$ cat src/rtl/xgri_pkg.sv
// Register map constants and bit positions shared by the multi-channel
// FIFO/address engine and its per-channel queue.
package xgri_pkg;
   localparam int MAX_CH = 7;

   localparam logic [4:0] REG_STATUS = 5'd0;
   localparam logic [4:0] REG_IRQ    = 5'd1;
   localparam logic [4:0] REG_FLUSH  = 5'd2;
   localparam logic [4:0] REG_RSVD   = 5'd3;
   localparam logic [4:0] CH_BASE    = 5'd4;
   localparam int         CH_STRIDE  = 4;

   typedef enum logic [1:0] {
      OFF_ADDR  = 2'd0,
      OFF_STEP  = 2'd1,
      OFF_DATA  = 2'd2,
      OFF_LEVEL = 2'd3
   } ch_off_e;

   localparam int STAT_EMPTY_LSB = 0;
   localparam int STAT_FULL_LSB  = 8;
   localparam int IRQ_PEND_LSB   = 0;
   localparam int IRQ_EN_LSB     = 8;

   // Register index of a given channel register.
   function automatic logic [4:0] ch_reg(input int c, input ch_off_e off);
      return 5'(int'(CH_BASE) + CH_STRIDE * c + int'(off));
   endfunction
endpackage

$ cat src/rtl/xgri_mc_queue.sv
// Show-ahead FIFO for one channel with flush; a push on a full queue is
// accepted only when a pop frees a slot in the same cycle.
module queue_p #(
   parameter int DW    = 16,
   parameter int DEPTH = 16
) (
   input  logic                       clk,
   input  logic                       rst,
   input  logic                       push,
   input  logic                       pop,
   input  logic                       flush,
   input  logic [DW-1:0]              din,
   output logic [DW-1:0]              dout,
   output logic                       full,
   output logic                       empty,
   output logic [$clog2(DEPTH):0]     level
);
   localparam int PW = $clog2(DEPTH);
   localparam int LW = PW + 1;

   logic [DW-1:0] r_mem [DEPTH];
   logic [PW-1:0] r_rd;
   logic [PW-1:0] r_wr;
   logic [LW-1:0] r_cnt;
   logic          w_pop;
   logic          w_push;

   assign w_pop  = pop && !empty;
   assign w_push = push && (!full || w_pop) && !flush;

   always_ff @(posedge clk) begin
      if (w_push) r_mem[r_wr] <= din;
   end

   always_ff @(posedge clk or posedge rst) begin
      if (rst) begin
         r_rd  <= '0;
         r_wr  <= '0;
         r_cnt <= '0;
      end else if (flush) begin
         r_rd  <= '0;
         r_wr  <= '0;
         r_cnt <= '0;
      end else begin
         if (w_push) r_wr <= r_wr + PW'(1);
         if (w_pop)  r_rd <= r_rd + PW'(1);
         r_cnt <= r_cnt + LW'(w_push) - LW'(w_pop);
      end
   end

   assign empty = (r_cnt == '0);
   assign full  = (r_cnt == LW'(DEPTH));
   assign dout  = r_mem[r_rd];
   assign level = r_cnt;
endmodule

$ cat src/rtl/xgri_mc.sv
// Multi-channel CPU-fed FIFOs; each channel carries an address that advances
// by its step whenever the consumer drains the channel, raising an interrupt.
module xgri_mc
   import xgri_pkg::*;
#(
   parameter int NCH   = 2,
   parameter int DW    = 16,
   parameter int DEPTH = 16,
   parameter int AW    = 13
) (
   input  logic              clk_sys,
   input  logic              rst,
   input  logic              ri_en,
   input  logic              ri_wren,
   input  logic              ri_ren,
   input  logic [4:0]        ri_addr,
   input  logic [DW-1:0]     from_cpu,
   output logic [DW-1:0]     to_cpu,
   output logic [NCH-1:0]    ch_full,
   input  logic [NCH-1:0]    ch_pop,
   output logic [NCH*DW-1:0] ch_data,
   output logic [NCH*AW-1:0] ch_addr,
   output logic              irq
);
   localparam int LW = $clog2(DEPTH) + 1;

   logic [AW-1:0]  r_addr [NCH];
   logic [AW-1:0]  r_step [NCH];
   logic [NCH-1:0] r_pend;
   logic [NCH-1:0] r_en;

   logic           w_wr;
   logic           w_irq_wr;
   logic [NCH-1:0] w_w1c;
   logic [NCH-1:0] w_push;
   logic [NCH-1:0] w_flush;
   logic [NCH-1:0] w_drain;
   logic [NCH-1:0] w_full;
   logic [NCH-1:0] w_empty;
   logic [DW-1:0]  w_dout  [NCH];
   logic [LW-1:0]  w_level [NCH];
   logic [DW-1:0]  w_rdata;
   logic           w_unused;

   assign w_unused = ri_ren;
   assign w_wr     = ri_en && ri_wren;
   assign w_irq_wr = w_wr && (ri_addr == REG_IRQ);
   assign w_w1c    = w_irq_wr ? from_cpu[IRQ_PEND_LSB +: NCH] : '0;

   for (genvar c = 0; c < NCH; c++) begin : g_ch
      assign w_push[c]  = w_wr && (ri_addr == ch_reg(c, OFF_DATA));
      assign w_flush[c] = w_wr && (ri_addr == REG_FLUSH) && from_cpu[c];

      queue_p #(.DW(DW), .DEPTH(DEPTH)) u_q (
         .clk   (clk_sys),
         .rst   (rst),
         .push  (w_push[c]),
         .pop   (ch_pop[c]),
         .flush (w_flush[c]),
         .din   (from_cpu),
         .dout  (w_dout[c]),
         .full  (w_full[c]),
         .empty (w_empty[c]),
         .level (w_level[c])
      );

      // A same-cycle push keeps the level at 1, so it is not a drain.
      assign w_drain[c] = ch_pop[c] && (w_level[c] == LW'(1)) && !w_push[c] && !w_flush[c];
      assign ch_data[c*DW +: DW] = w_dout[c];
      assign ch_addr[c*AW +: AW] = r_addr[c];
   end

   assign ch_full = w_full;
   assign irq     = |(r_pend & r_en);

   always_ff @(posedge clk_sys or posedge rst) begin
      if (rst) begin
         for (int c = 0; c < NCH; c++) begin
            r_addr[c] <= '0;
            r_step[c] <= AW'(1);
         end
         r_pend <= '0;
         r_en   <= '0;
      end else begin
         for (int c = 0; c < NCH; c++) begin
            if (w_wr && (ri_addr == ch_reg(c, OFF_ADDR)))
               r_addr[c] <= from_cpu[AW-1:0];
            else if (w_drain[c])
               r_addr[c] <= r_addr[c] + r_step[c];
            if (w_wr && (ri_addr == ch_reg(c, OFF_STEP)))
               r_step[c] <= from_cpu[AW-1:0];
         end
         // A new drain wins over a W1C on the same bit.
         r_pend <= (r_pend & ~w_w1c) | w_drain;
         if (w_irq_wr) r_en <= from_cpu[IRQ_EN_LSB +: NCH];
      end
   end

   always_comb begin
      w_rdata = '0;
      if (ri_addr == REG_STATUS) begin
         for (int c = 0; c < NCH; c++) begin
            w_rdata[STAT_EMPTY_LSB + c] = w_empty[c];
            w_rdata[STAT_FULL_LSB + c]  = w_full[c];
         end
      end else if (ri_addr == REG_IRQ) begin
         w_rdata[IRQ_PEND_LSB +: NCH] = r_pend;
         w_rdata[IRQ_EN_LSB +: NCH]   = r_en;
      end else begin
         for (int c = 0; c < NCH; c++) begin
            if (ri_addr == ch_reg(c, OFF_ADDR))  w_rdata[AW-1:0] = r_addr[c];
            if (ri_addr == ch_reg(c, OFF_STEP))  w_rdata[AW-1:0] = r_step[c];
            if (ri_addr == ch_reg(c, OFF_LEVEL)) w_rdata[LW-1:0] = w_level[c];
         end
      end
   end

   always_ff @(posedge clk_sys or posedge rst) begin
      if (rst)        to_cpu <= '0;
      else if (ri_en) to_cpu <= w_rdata;
   end
endmodule

$ cat config.mk
export PLATFORM = sky130hd
export DESIGN_NAME = xgri_mc
export DESIGN_NICKNAME = d
export VERILOG_FILES = /design/src/rtl/xgri_pkg.sv /design/src/rtl/xgri_mc_queue.sv /design/src/rtl/xgri_mc.sv
export SDC_FILE = /design/constraint.sdc
export NUM_CORES = 1
export LEC_CHECK = 0
export CAP_MARGIN = 20
export CELL_PAD_IN_SITES_DETAIL_PLACEMENT = 1
export CELL_PAD_IN_SITES_GLOBAL_PLACEMENT = 1
export CORE_MARGIN = 4
export CORE_UTILIZATION = 40
export CTS_CLUSTER_SIZE = 10
export DETAILED_ROUTE_END_ITERATION = 6
export GPL_TIMING_DRIVEN = 0
export PLACE_DENSITY_LB_ADDON = 0.15
export SETUP_SLACK_MARGIN = 0.05
export SYNTH_ARGS = -nofsm -noshare
export SYNTH_HDL_FRONTEND = slang
export SYNTH_SLANG_ARGS = --single-unit
$ cat constraint.sdc
create_clock -name clk_sys -period 3.42 [get_ports clk_sys]
set_input_delay 0.342 -clock clk_sys [delete_from_list [all_inputs] [get_ports clk_sys]]
set_output_delay 0.342 -clock clk_sys [all_outputs]
set_load 0.05 [all_outputs]
# Word level (Yosys, flattened, before mapping)

Memory sizes are Yosys's and may differ from the RTL's.
Cells that the tools add are included.

Muxes and demuxes: 33
Bitwise logic cells: 4
Reductions and logical operators: 43
$add $sub $neg: 10
Equal/unequal tests: 14

Operators by type and width:

| cell                                                                   | count |
|---|---|
| 13-bit 2-to-1 mux                                                      | 8 |
| 4-bit 2-to-1 mux                                                       | 8 |
| 13-bit adder                                                           | 2 |
| 1-bit logical AND                                                      | 23 |
| 5-bit by 3-bit equality test with 1-bit output (second input constant) | 4 |
| 5-bit by 4-bit equality test with 1-bit output (second input constant) | 4 |
| 5-bit 2-to-1 mux                                                       | 4 |
| 4-bit by 1-bit adder with 4-bit output (second input constant)         | 4 |
| 5-bit by 1-bit equality test with 1-bit output (second input constant) | 3 |
| 5-bit zero test                                                        | 3 |
| 6-bit 2-to-1 mux                                                       | 2 |
| 2-bit nonzero test                                                     | 6 |
| 5-bit by 1-bit adder with 5-bit output                                 | 2 |
| 5-bit equality test (second input constant)                            | 2 |
| 2-bit 2-to-1 mux                                                       | 5 |
| 5-bit by 1-bit subtractor with 5-bit output                            | 2 |
| 1-bit zero test                                                        | 8 |
| 3-bit 2-to-1 mux                                                       | 2 |
| 5-bit by 2-bit equality test with 1-bit output (second input constant) | 1 |
| 2-bit AND                                                              | 2 |
| 1-bit 2-to-1 mux                                                       | 4 |
| 1-bit logical OR                                                       | 2 |
| 2-bit inverter                                                         | 1 |
| 2-bit bitwise OR                                                       | 1 |
| 2-bit OR reduction                                                     | 1 |

Flip-flop bits (word level): 95
Input port bits: 28
Memory bits (writable): 512
Output and inout bits: 77
Memories: 2

Memory list:

| memory            | words | width | rd ports | clocked after memory_dff | write ports | RTL line            | source |
|---|---|---|---|---|---|---|---|
| g_ch[0].u_q.r_mem | 16    | 16    | 1        | 0                        | 1           | xgri_mc_queue.sv:21 | `logic [DW-1:0] r_mem [DEPTH];` |
| g_ch[1].u_q.r_mem | 16    | 16    | 1        | 0                        | 1           | xgri_mc_queue.sv:21 |  |

# Depth between registers and ports, before layout

Gate-level depths: netlist of the first run.

Word-level depth: 9
Depth in mapped cells: 16
Depth with buffers taken out: 15

# Modules after synthesis

From an unflattened synthesis of the first run, not the netlist that was laid out.

Cells, all modules: 1612
Area total of the unflattened synthesis: 26568.0 µm²

By module, submodules not included:

| module                | cells each | times used | seq. area each (µm²) | area each (µm²) |
|---|---|---|---|---|
| queue_p (g_ch[1].u_q) | 570        | 1          | 8012.7               | 11020.6 |
| queue_p (g_ch[0].u_q) | 570        | 1          | 8012.7               | 11013.1 |
| xgri_mc               | 472        | 1          | 1729.2               | 4534.3 |

# Worst setup path before layout of the first run

No wires, ideal clock.

Path kind: reg-to-reg
Start: register g_ch[1].u_q.r_cnt[3]
End: register g_ch[1].u_q.r_cnt[4]
Setup slack: 0.875 ns
Path buffers: 1
Setup time: 0.078 ns
Data arrival time: 2.467 ns
Stages on the path, launching flop included: 17
Cells stage by stage: dfrtp_1 -> inv_1 -> ha_1 -> nand2_1 -> nor3_1 -> nor2b_1 -> clkbuf_1 -> ha_1 -> inv_1 -> ha_1 -> inv_1 -> fa_1 -> inv_1 -> a21oi_1 -> nor2_1 -> or3_1 -> a21oi_1

Word-level cells in the longest chain between the ends: 9
Elaborated cells between the ends (all ways): 11
Those cells by class: add/sub: 2; eq/ne: 1; mux: 1; reduce/logical: 7

Ends and longest elaborated chain:

| what                                          | RTL line            | source |
|---|---|---|
| start: declaration                            | xgri_mc_queue.sv:24 | `logic [LW-1:0] r_cnt;` |
| start signal: assignment                      | xgri_mc_queue.sv:47 | `r_cnt <= r_cnt + LW'(w_push) - LW'(w_pop);` |
| 5-bit zero test                               | xgri_mc_queue.sv:51 | `assign empty = (r_cnt == '0);` |
| 1-bit zero test                               | xgri_mc_queue.sv:28 | `assign w_pop = pop && !empty;` |
| 1-bit logical AND                             | xgri_mc_queue.sv:28 |  |
| 1-bit logical OR                              | xgri_mc_queue.sv:29 | `assign w_push = push && (!full \|\| w_pop) && !flush;` |
| 1-bit logical AND (2 in a row)                | xgri_mc_queue.sv:29 |  |
| 5-bit by 1-bit adder with 5-bit output        | xgri_mc_queue.sv:47 |  |
| 5-bit by 1-bit subtractor with 5-bit output * | xgri_mc_queue.sv:47 |  |
| 5-bit 2-to-1 mux *                            | xgri_mc_queue.sv:40 | `end else if (flush) begin` |

Every way passes the cells marked *; elsewhere a longest branch is shown, timed or not.
A chain may end at the register's enable or synchronous reset.

# Worst setup path in the final report of the first run

Start: register g_ch[0].u_q.r_rd[0]
End: output port ch_data[0]

Word-level cells in the longest chain between the ends: 1

Ends and longest elaborated chain:

| what                     | RTL line            | source |
|---|---|---|
| start: declaration       | xgri_mc_queue.sv:22 | `logic [PW-1:0] r_rd;` |
| start signal: assignment | xgri_mc_queue.sv:46 | `if (w_pop) r_rd <= r_rd + PW'(1);` |
| memory 16 x 16 bit       | n/a                 |  |
| end: declaration         | xgri_mc.sv:21       | `output logic [NCH*DW-1:0] ch_data,` |

No other way between the ends.

==> flow_results.org, run 1 <==
** Drt
- Post-route antenna net violation count :: 0
- Wire per inst :: 26.9 µm
- Vias after detailed routing :: 13557
- DR vias/cell :: 5.50
- After detailed routing, the number of remaining DRC violations is 0.
- WL final :: 66200 µm
- The first TritonRoute pass finished after 5 iterations.
- After the first detailed-routing iteration, the DRC count stood at 1073.

** Synth
- The number of different library cells used by synthesis comes to 63.
- Seq cells post-synth :: 607
- Synthesis produced 1387 cells.
- Top_reg_cell synth :: sky130_fd_sc_hd__edfxtp_1
- The synthesized design spends more area on one cell type than any other, namely sky130_fd_sc_hd__edfxtp_1.
- After synthesis, the largest area contributor takes up 60.5% of total cell area.
- Counting flops with an async set or reset pin after synthesis yields a share of 15.7%.
- In the post-synthesis netlist, the biggest area contributors are sky130_fd_sc_hd__edfxtp_1, sky130_fd_sc_hd__mux4_2, sky130_fd_sc_hd__dfrtp_1.
- Averaged over all synthesized cells, the footprint is 18.3 µm².
- Most frequently used cell type in the post-synthesis netlist :: sky130_fd_sc_hd__edfxtp_1
- Top cell types by occurrence after synthesis :: sky130_fd_sc_hd__edfxtp_1, sky130_fd_sc_hd__mux4_2, sky130_fd_sc_hd__dfrtp_1
- In this run, synthesis inferred 512 flip-flops with an integrated enable.
- For this run, the register share of the synthesized area comes to 69.8%.
- In this run the cell area of the synthesized design comes to 25400 µm².
- Number of synthesis warnings :: 0

** Finish
- After routing the design area is 29800 µm².
- At the end of the flow the core is filled with cells to 47.3%.
- Layout cells sized above 1 :: 24.4%
- The finished layout holds 2464 standard cells, fillers aside.
- At the end of the flow, the number of nets in the layout was 1647.
- From synthesis to final layout, the design area changed by 17.2%.
- Fill cells :: 5881
- Final antenna diode count :: 0

** CTS
- Number of buffers inserted to repair setup after CTS :: 0
- Root buffer cell :: sky130_fd_sc_hd__clkbuf_16
- Level count of the clock H-tree :: 3
- The number of clock buffers added by TritonCTS is 72.
- Cts-stage hold buffer count :: 0
- TritonCTS clock tree :: built
- The clock drives 607 sinks.
- Clock insertion delay at the later pin of the skew report :: 0.59 ns
- Reg clk slew, reported paths :: 0.06 ns
- No sink is reached through more buffers than the 3 on the longest clock path.

** Timing
- Shortest period the worst path allows :: 3.25 ns
- Slew Limit Fails :: 0
- Setup repair after global routing left no endpoint under its margin.
- Smallest hold slack :: 0.106 ns
- Setup Viol. Count Final :: 0
- At the pin with the least slew margin, the transition time is 1.17 ns.
- Slew HR :: 22.2%
- For this run, the top clock speed supported by timing is 308 MHz.
- Clock skew on the completed layout was measured at 0.0182 ns.
- Fin crit share :: 95.0%
- Final Hold Fails :: 0

** Worst setup path
- The worst register-to-register path has a depth of 9.
- Internal reg-to-reg setup slack :: 0.36 ns
- CP max stage cell :: sky130_fd_sc_hd__mux4_2
- In this design, the stage delay of the slowest critical-path cell is 0.54 ns.
- Worst-path fanout max :: 10
- STA classifies the critical path startpoint as a flop.
- Critical Path, Cell by Cell :: buf_6, buf_6, mux4_2, mux4_2, dlygate4sd2_1
- Reg-to-reg endpoint :: g_ch[0].u_q.r_mem[7][6]$_DFFE_PP_
- Type of the worst setup path :: reg -> out
- Data on the critical path is required at its endpoint by 3.08 ns.
- Crit path DAT :: 2.91 ns
- Startpoint of the most critical register-to-register path :: g_ch[0].u_q.level[2]$_DFF_PP0_
- Worst setup EP type :: primary output

** Global route
- Grt ovf :: 0
- Global routing used 19.9% of the available tracks.
- The first global-routing pass estimated 98500 µm of wire.
- The via count of the first global-routing pass was 14805.
- Initial antenna violation count :: 3
- Entering global routing, the biggest net connects 66 pins.

** Floorplan
- Height of the chip :: 260 µm
- Die X :: 260 µm
- Die area :: 67700 µm²
- The total area inside the core boundary comes to 63000 µm².
- 105 I/O pins were placed.
- The initial utilization of the core area, before any placement, comes to 40.4%.
- Site Rows :: 92

** Flow run
- Max-cap violations in this run came to 0.

** Power
- Final total power :: 24200 µW
- Peak supply drop :: 0.565 mV
- Summed over all cells, the static leakage comes to 0.0103 µW.
- In this run the power density over the cells is 813 nW/µm².

** Place
- Half-perimeter wire length after detailed placement :: 41500 µm
- Routability-driven placement finished with a final weighted congestion of 0.771.
- Placed Instance Area :: 27500 µm²
- Input/output buffers :: 97
- Post-Place Cells :: 2335

** Worst hold path
- The path class of the tightest hold or removal check is in -> reg.
- Worst min-delay path endpoint :: to_cpu[1]$_DFFE_PP0P_
- Hold Path Origin :: ri_en
- Along the worst hold path, the cell count comes to 3.

** Run status
- The run finished with clean final reports.
-- power breakdown --
group / internal, µW / switching [µW]
combinational: 3480 / 5050
sequential: 8370 / 467
clock: 3970 / 2870
-- layout by cell type (no fill, tap or decap), drive strengths merged, types with 4 or more instances in the layout --
cell type,netlist,routed
a211oi,5,5
a21o,8,8
a21oi,56,56
a222oi,6,6
a22oi,5,5
a31oi,6,6
and2,33,33
and3,6,6
buf,37,64
clkbuf,31,153
clkdlybuf4s15,0,17
clkdlybuf4s50,0,53
clkinv,1,6
dfrtp,93,93
edfxtp,512,512
fa,4,4
ha,46,46
inv,37,39
mux2,37,37
mux2i,14,14
mux4,160,160
nand2,50,50
nand3,8,8
nand4,6,6
nor2,69,69
nor2b,11,11
nor3,16,16
o21a,8,8
o21ai,44,44
o31a,5,5
or3,10,10
xnor2,15,15
xor2,17,17
-- worst max path at each step --
stage	end	from	cells past startpoint	slack, ns
6_report	ch_data[0]	g_ch[0].u_q.r_rd[0]$_DFFE_PP0P_	5	0.17
5_1_grt	ch_data[21]	g_ch[1].u_q.r_rd[0]$_DFFE_PP0P_	5	0.06
4_1_cts	ch_data[18]	g_ch[1].u_q.r_rd[0]$_DFFE_PP0P_	5	0.03
3_5_place_dp	ch_data[18]	g_ch[1].u_q.r_rd[1]$_DFFE_PP0P_	5	-0.33
3_3_place_gp	g_ch[1].u_q.level[3]$_DFF_PP0_	rst	2	-1.32
2_1_floorplan	ch_addr[0]$_DFFE_PP0P_	rst	1	0.60
-- metrics by stage --
step	setup WS, ns	TNS [ns]
final	0.170	0
after floorplan	0.604	0
after CTS	0.0297	0
after global routing	0.0564	0
after global placement	-1.32	-130.41
after detailed placement	-0.333	-11.26
-- timing repair --
| action | 4_1_cts | 5_1_grt |
|---|---|---|
| pin swaps | 0 | 0 |
| setup endpoints to repair | 32 | 28 |
| resized for setup | 131 | 34 |
-- routing by layer --
layer / track usage [%] / vias to the layer above / part of all wire (%)
met4: 6.22 / 0 / 2.6
met5: 0 / - / 0
met1: 28.2 / 7210 / 45
met3: 3.35 / 103 / 4.8
li1: - / 5902 / -
met2: 31.7 / 342 / 47
-- sequential cells by signal, indices dropped and copies added, names as in the netlist --
signal,flops
g_ch.u_q.r_rd,8
g_ch.u_q.level,10
g_ch.u_q.r_mem,512
r_en,2
r_pend,2
ch_addr,26
g_ch.u_q.r_wr,8
to_cpu,13
r_step,26
-- logic make-up after synthesis --
logic type      count (synthesis)  share of synthesized area, %
simple gates                  223                          4.46
fa+ha+maj                      50                          2.58
other cells                     1                        0.0147
mux                           211                          16.4
xor+xnor                       32                          1.10
compound gates                157                          3.83
flops                         607                          69.8
buf+inv                       106                          1.81
-- critical path: cells and delay by family, from the launching register on --
kind                   cells  cell delay, ns
flip-flops                 1            0.42
multiplexers               2            1.00
buffers and inverters      3            0.88
-- final cells by class --
cell class	count	area [µm²]	share of cell area, %
inverter	38	146	0.491
clock buffer	116	1990	6.67
clock inverter	7	63.8	0.214
timing repair buffer	108	1140	3.84
sequential	607	17800	59.6
multi-input combinational	676	7220	24.2
buffer	66	418	1.40
tap	846	1060	3.55
No activity file was read; power rests on OpenSTA's default activity.
==> run 2: changes to the inputs <==
CTS_CLUSTER_DIAMETER = 80   (was default)
DONT_BUFFER_PORTS = 1   (was default)
==> flow_results.org, run 2 (synthesized netlist as in run 1, its figures left out) <==
** Drt
- The remaining antenna violation count was 0 (unchanged).
- The post-detailed-route DRC marker count came to 0 (unchanged).
- The via total after detailed routing was 13211 (-2.6%).
- Wire per inst :: 28.3 µm (+5.2%)
- DR vias/cell :: 5.59 (+1.5%)
- The number of optimization iterations in the first detailed-route pass is 6 (+1).
- The total wire length after detailed routing was 66900 µm (+0.97%).
- The DRC marker count from the first detailed-route iteration was 1054 (-1.8%).

** Flow run
- The number of maximum-capacitance violations was 0 (unchanged).

** Floorplan
- Site Rows :: 92 (unchanged)
- Die X :: 260 µm (unchanged)
- The vertical extent of the die is 260 µm (unchanged).
- Die area :: 67700 µm² (unchanged)
- The I/O pin total was 105 (unchanged).
- Initial Util :: 40.4% (unchanged)
- Core area :: 63000 µm² (unchanged)

** Worst setup path
- The critical path in this run is classified as reg -> out.
- The worst setup path is captured at a primary output.
- The signal on the critical path passes through buf_4, buf_4, mux4_2, mux4_2.
- Data required, critical path :: 3.08 ns (about the same)
- STA classifies the critical path startpoint as a flop.
- Number of cells on the worst reg-to-reg path :: 9 (unchanged)
- Startpoint of the most critical register-to-register path :: g_ch[1].u_q.level[3]$_DFF_PP0_
- Internal reg-to-reg setup slack :: 0.35 ns (about the same)
- Worst-path fanout max :: 10 (unchanged)
- CP max stage cell :: sky130_fd_sc_hd__mux4_2
- Reg-to-reg endpoint :: g_ch[1].u_q.r_mem[4][8]$_DFFE_PP_
- The data arrival time at the worst-slack endpoint was 2.92 ns (about the same).
- Maximum single-stage delay on the critical path :: 0.68 ns (+0.14 ns)

** Finish
- The layout cell share with drive strength beyond 1 is 23.4% (-0.97 points).
- The total of fill cells in the finished design was 5926 (+0.77%).
- The area of combinational cells with multiple inputs came to 7220 µm² (unchanged).
- The sequential cell area was 17800 µm² (unchanged).
- Number of flip-flops under the largest register name :: 512 (unchanged)
- End-of-flow core utilization :: 46.0% (-1.3 points)
- Area growth, synth to finish :: 13.9%
- The library cells used most frequently in the layout, excluding fill and tap cells, are sky130_fd_sc_hd__edfxtp_1, sky130_fd_sc_hd__mux4_2, sky130_fd_sc_hd__dfrtp_1.
- The library cell used most frequently in the layout, excluding fill and tap cells, is sky130_fd_sc_hd__edfxtp_1.
- The final net count is 1562 (-5.2%).
- The register with the most flip-flops in the final layout is g_ch.u_q.r_mem.

** Timing
- The fmax was 306 MHz (-0.42%).
- The fraction of the cycle the final worst path needs came to 95.4% (+0.40 points).
- Skew final :: 0.0135 ns (-0.00471 ns)
- Setup Viol. Count Final :: 0 (unchanged)
- Shortest period the worst path allows :: 3.26 ns (+0.0137 ns)
- The slew at the pin with the worst max-slew slack came to 1.13 ns (-0.0330 ns).
- The number of hold-slack violations in the final timing report was 0 (unchanged).
- The worst slew margin relative to its limit is 24.4% (+2.2 points).
- Setup repair after global routing missed its margin :: no
- The final total negative setup slack was 0 ns (unchanged).
- The max-slew violation count is 0 (unchanged).

** Power
- The maximum ir drop on the vdd rail is 0.459 mV (-19%).
- The power density over the cells was 808 nW/µm² (-0.64%).
- Leak :: 0.00992 µW (-3.6%)
- The post-layout total power was 23400 µW (-3.4%).

** Global route
- First-pass GRT wire length :: 99200 µm (+0.71%)
- Grt ovf :: 0 (unchanged)
- Total track usage :: 20.2% (+0.32 points)
- Initial antenna violation count :: 6 (+3)
- Via count of the first global-routing pass :: 14375 (-2.9%)
- Maximum number of pins on one net before global-route repair :: 56 (-15%)

** Place
- The half-perimeter wire length after detailed placement is 41300 µm (-0.63%).
- The count of input and output buffers came to 0 (-100%).
- Final estimated routing congestion in global placement :: 0.794 (+2.9%)

** CTS
- Number of clock sinks seen by CTS :: 607 (unchanged)
- Clock insertion delay at the later pin of the skew report :: 0.59 ns (about the same)
- In this run the clock root is driven by a sky130_fd_sc_hd__clkbuf_16.
- Bufs on Longest Clock Path :: 3 (unchanged)
- The post-CTS clock slew at the launch and capture registers of the worst setup and hold paths was 0.06 ns (about the same).
- The TritonCTS buffer count was 70 (-2.8%).
- The count of buffers added by post-CTS timing repair for setup came to 0 (unchanged).
- TritonCTS built the clock tree.
- The total number of H-tree levels came to 3 (unchanged).

** Worst hold path
- The startpoint identified for the worst hold timing path is from_cpu[1].
- The worst hold path belongs to the class in -> reg.
- The instance count along the most critical hold path came to 2 (-1).
- For hold timing, the worst endpoint is g_ch[1].u_q.level[0]$_DFF_PP0_.

** Run status
- The flow ran to the end, and the final reports show no timing, DRC or antenna violations.
-- run 2: cell types whose count changed in the layout (fill, tap and decap cells not counted), moves of 2 or more --
cell	change
sky130_fd_sc_hd__clkbuf_2	-4
sky130_fd_sc_hd__buf_2	-20
sky130_fd_sc_hd__buf_8	+2
sky130_fd_sc_hd__clkbuf_4	-9
sky130_fd_sc_hd__clkbuf_16	-2
sky130_fd_sc_hd__buf_16	-7
sky130_fd_sc_hd__clkdlybuf4s50_1	-53
sky130_fd_sc_hd__buf_6	-8
sky130_fd_sc_hd__clkdlybuf4s15_2	-13
sky130_fd_sc_hd__buf_4	+7
sky130_fd_sc_hd__clkbuf_1	-5
sky130_fd_sc_hd__clkinv_2	-2
sky130_fd_sc_hd__buf_12	+16
sky130_fd_sc_hd__dlygate4sd2_1	-3
-- run 2: layout make-up --
class                   count  area share, %
flip-flops and latches    607           61.3
clock inverters             4          0.173
inverters                  38          0.505
multi-input cells         676           24.9
diodes                      1        0.00864
well taps                 846           3.65
clock buffers             102           6.57
plain buffers              68           1.34
repair buffers             23           1.53
-- run 2: what timing repair did --
item	in CTS	in global routing
hold buffers	17	0
hold endpoints to repair	607	0
resized for setup	27	3
endpoints found under the setup margin	32	9
-- run 2: through the flow --
stage | hold WS (ns) | instance area (µm²) | setup slack, ns | cells
2_1_floorplan | 0.441 | 25400 | 0.604 | 1389
3_3_place_gp | 0.444 | 26500 | -0.858 | 2235
3_5_place_dp | 0.338 | 26500 | 0.158 | 2236
4_1_cts | 0.0119 | 28900 | 0.0378 | 2359
5_1_grt | 0.0330 | 29000 | 0.0634 | 2364
6_report | 0.0440 | 29000 | 0.156 | 2365
-- run 2: power by group --
group / switching [µW] / leakage [µW] / internal, µW
clock network: 2840 / 0.000940 / 3830
logic: 4590 / 0.00317 / 2870
registers: 897 / 0.00581 / 8360
total: 8330 / 0.00992 / 15100
-- run 2: routing by layer --
layer / wire length (µm) / up-vias / track usage (%) / part of all wire, %
met5: 0 / - / 0 / 0
met4: 1090 / 0 / 5.07 / 1.6
met3: 4340 / 62 / 4.41 / 6.5
met2: 31800 / 356 / 31.8 / 48
met1: 29600 / 7085 / 28.9 / 44
li1: - / 5708 / - / -
-- run 2: worst max path at each step --
stage                                                from                      to  slack [ns]  cells after the start
after floorplan                                       rst  ch_addr[0]$_DFFE_PP0P_        0.60                      1
after global placement                                rst   to_cpu[2]$_DFFE_PP0P_       -0.86                      1
after detailed placement  g_ch[1].u_q.r_rd[1]$_DFFE_PP0P_             ch_data[28]        0.16                      4
after CTS                 g_ch[1].u_q.r_rd[1]$_DFFE_PP0P_             ch_data[28]        0.04                      4
after global routing      g_ch[0].u_q.r_rd[0]$_DFFE_PP0P_              ch_data[8]        0.06                      3
final                     g_ch[0].u_q.r_rd[0]$_DFFE_PP0P_              ch_data[6]        0.16                      4
-- run 2: critical path: cells and delay by family, from the launching register on --
kind                   cells  cell delay [ns]
flip-flops                 1             0.47
buffers and inverters      2             0.59
multiplexers               2             1.28
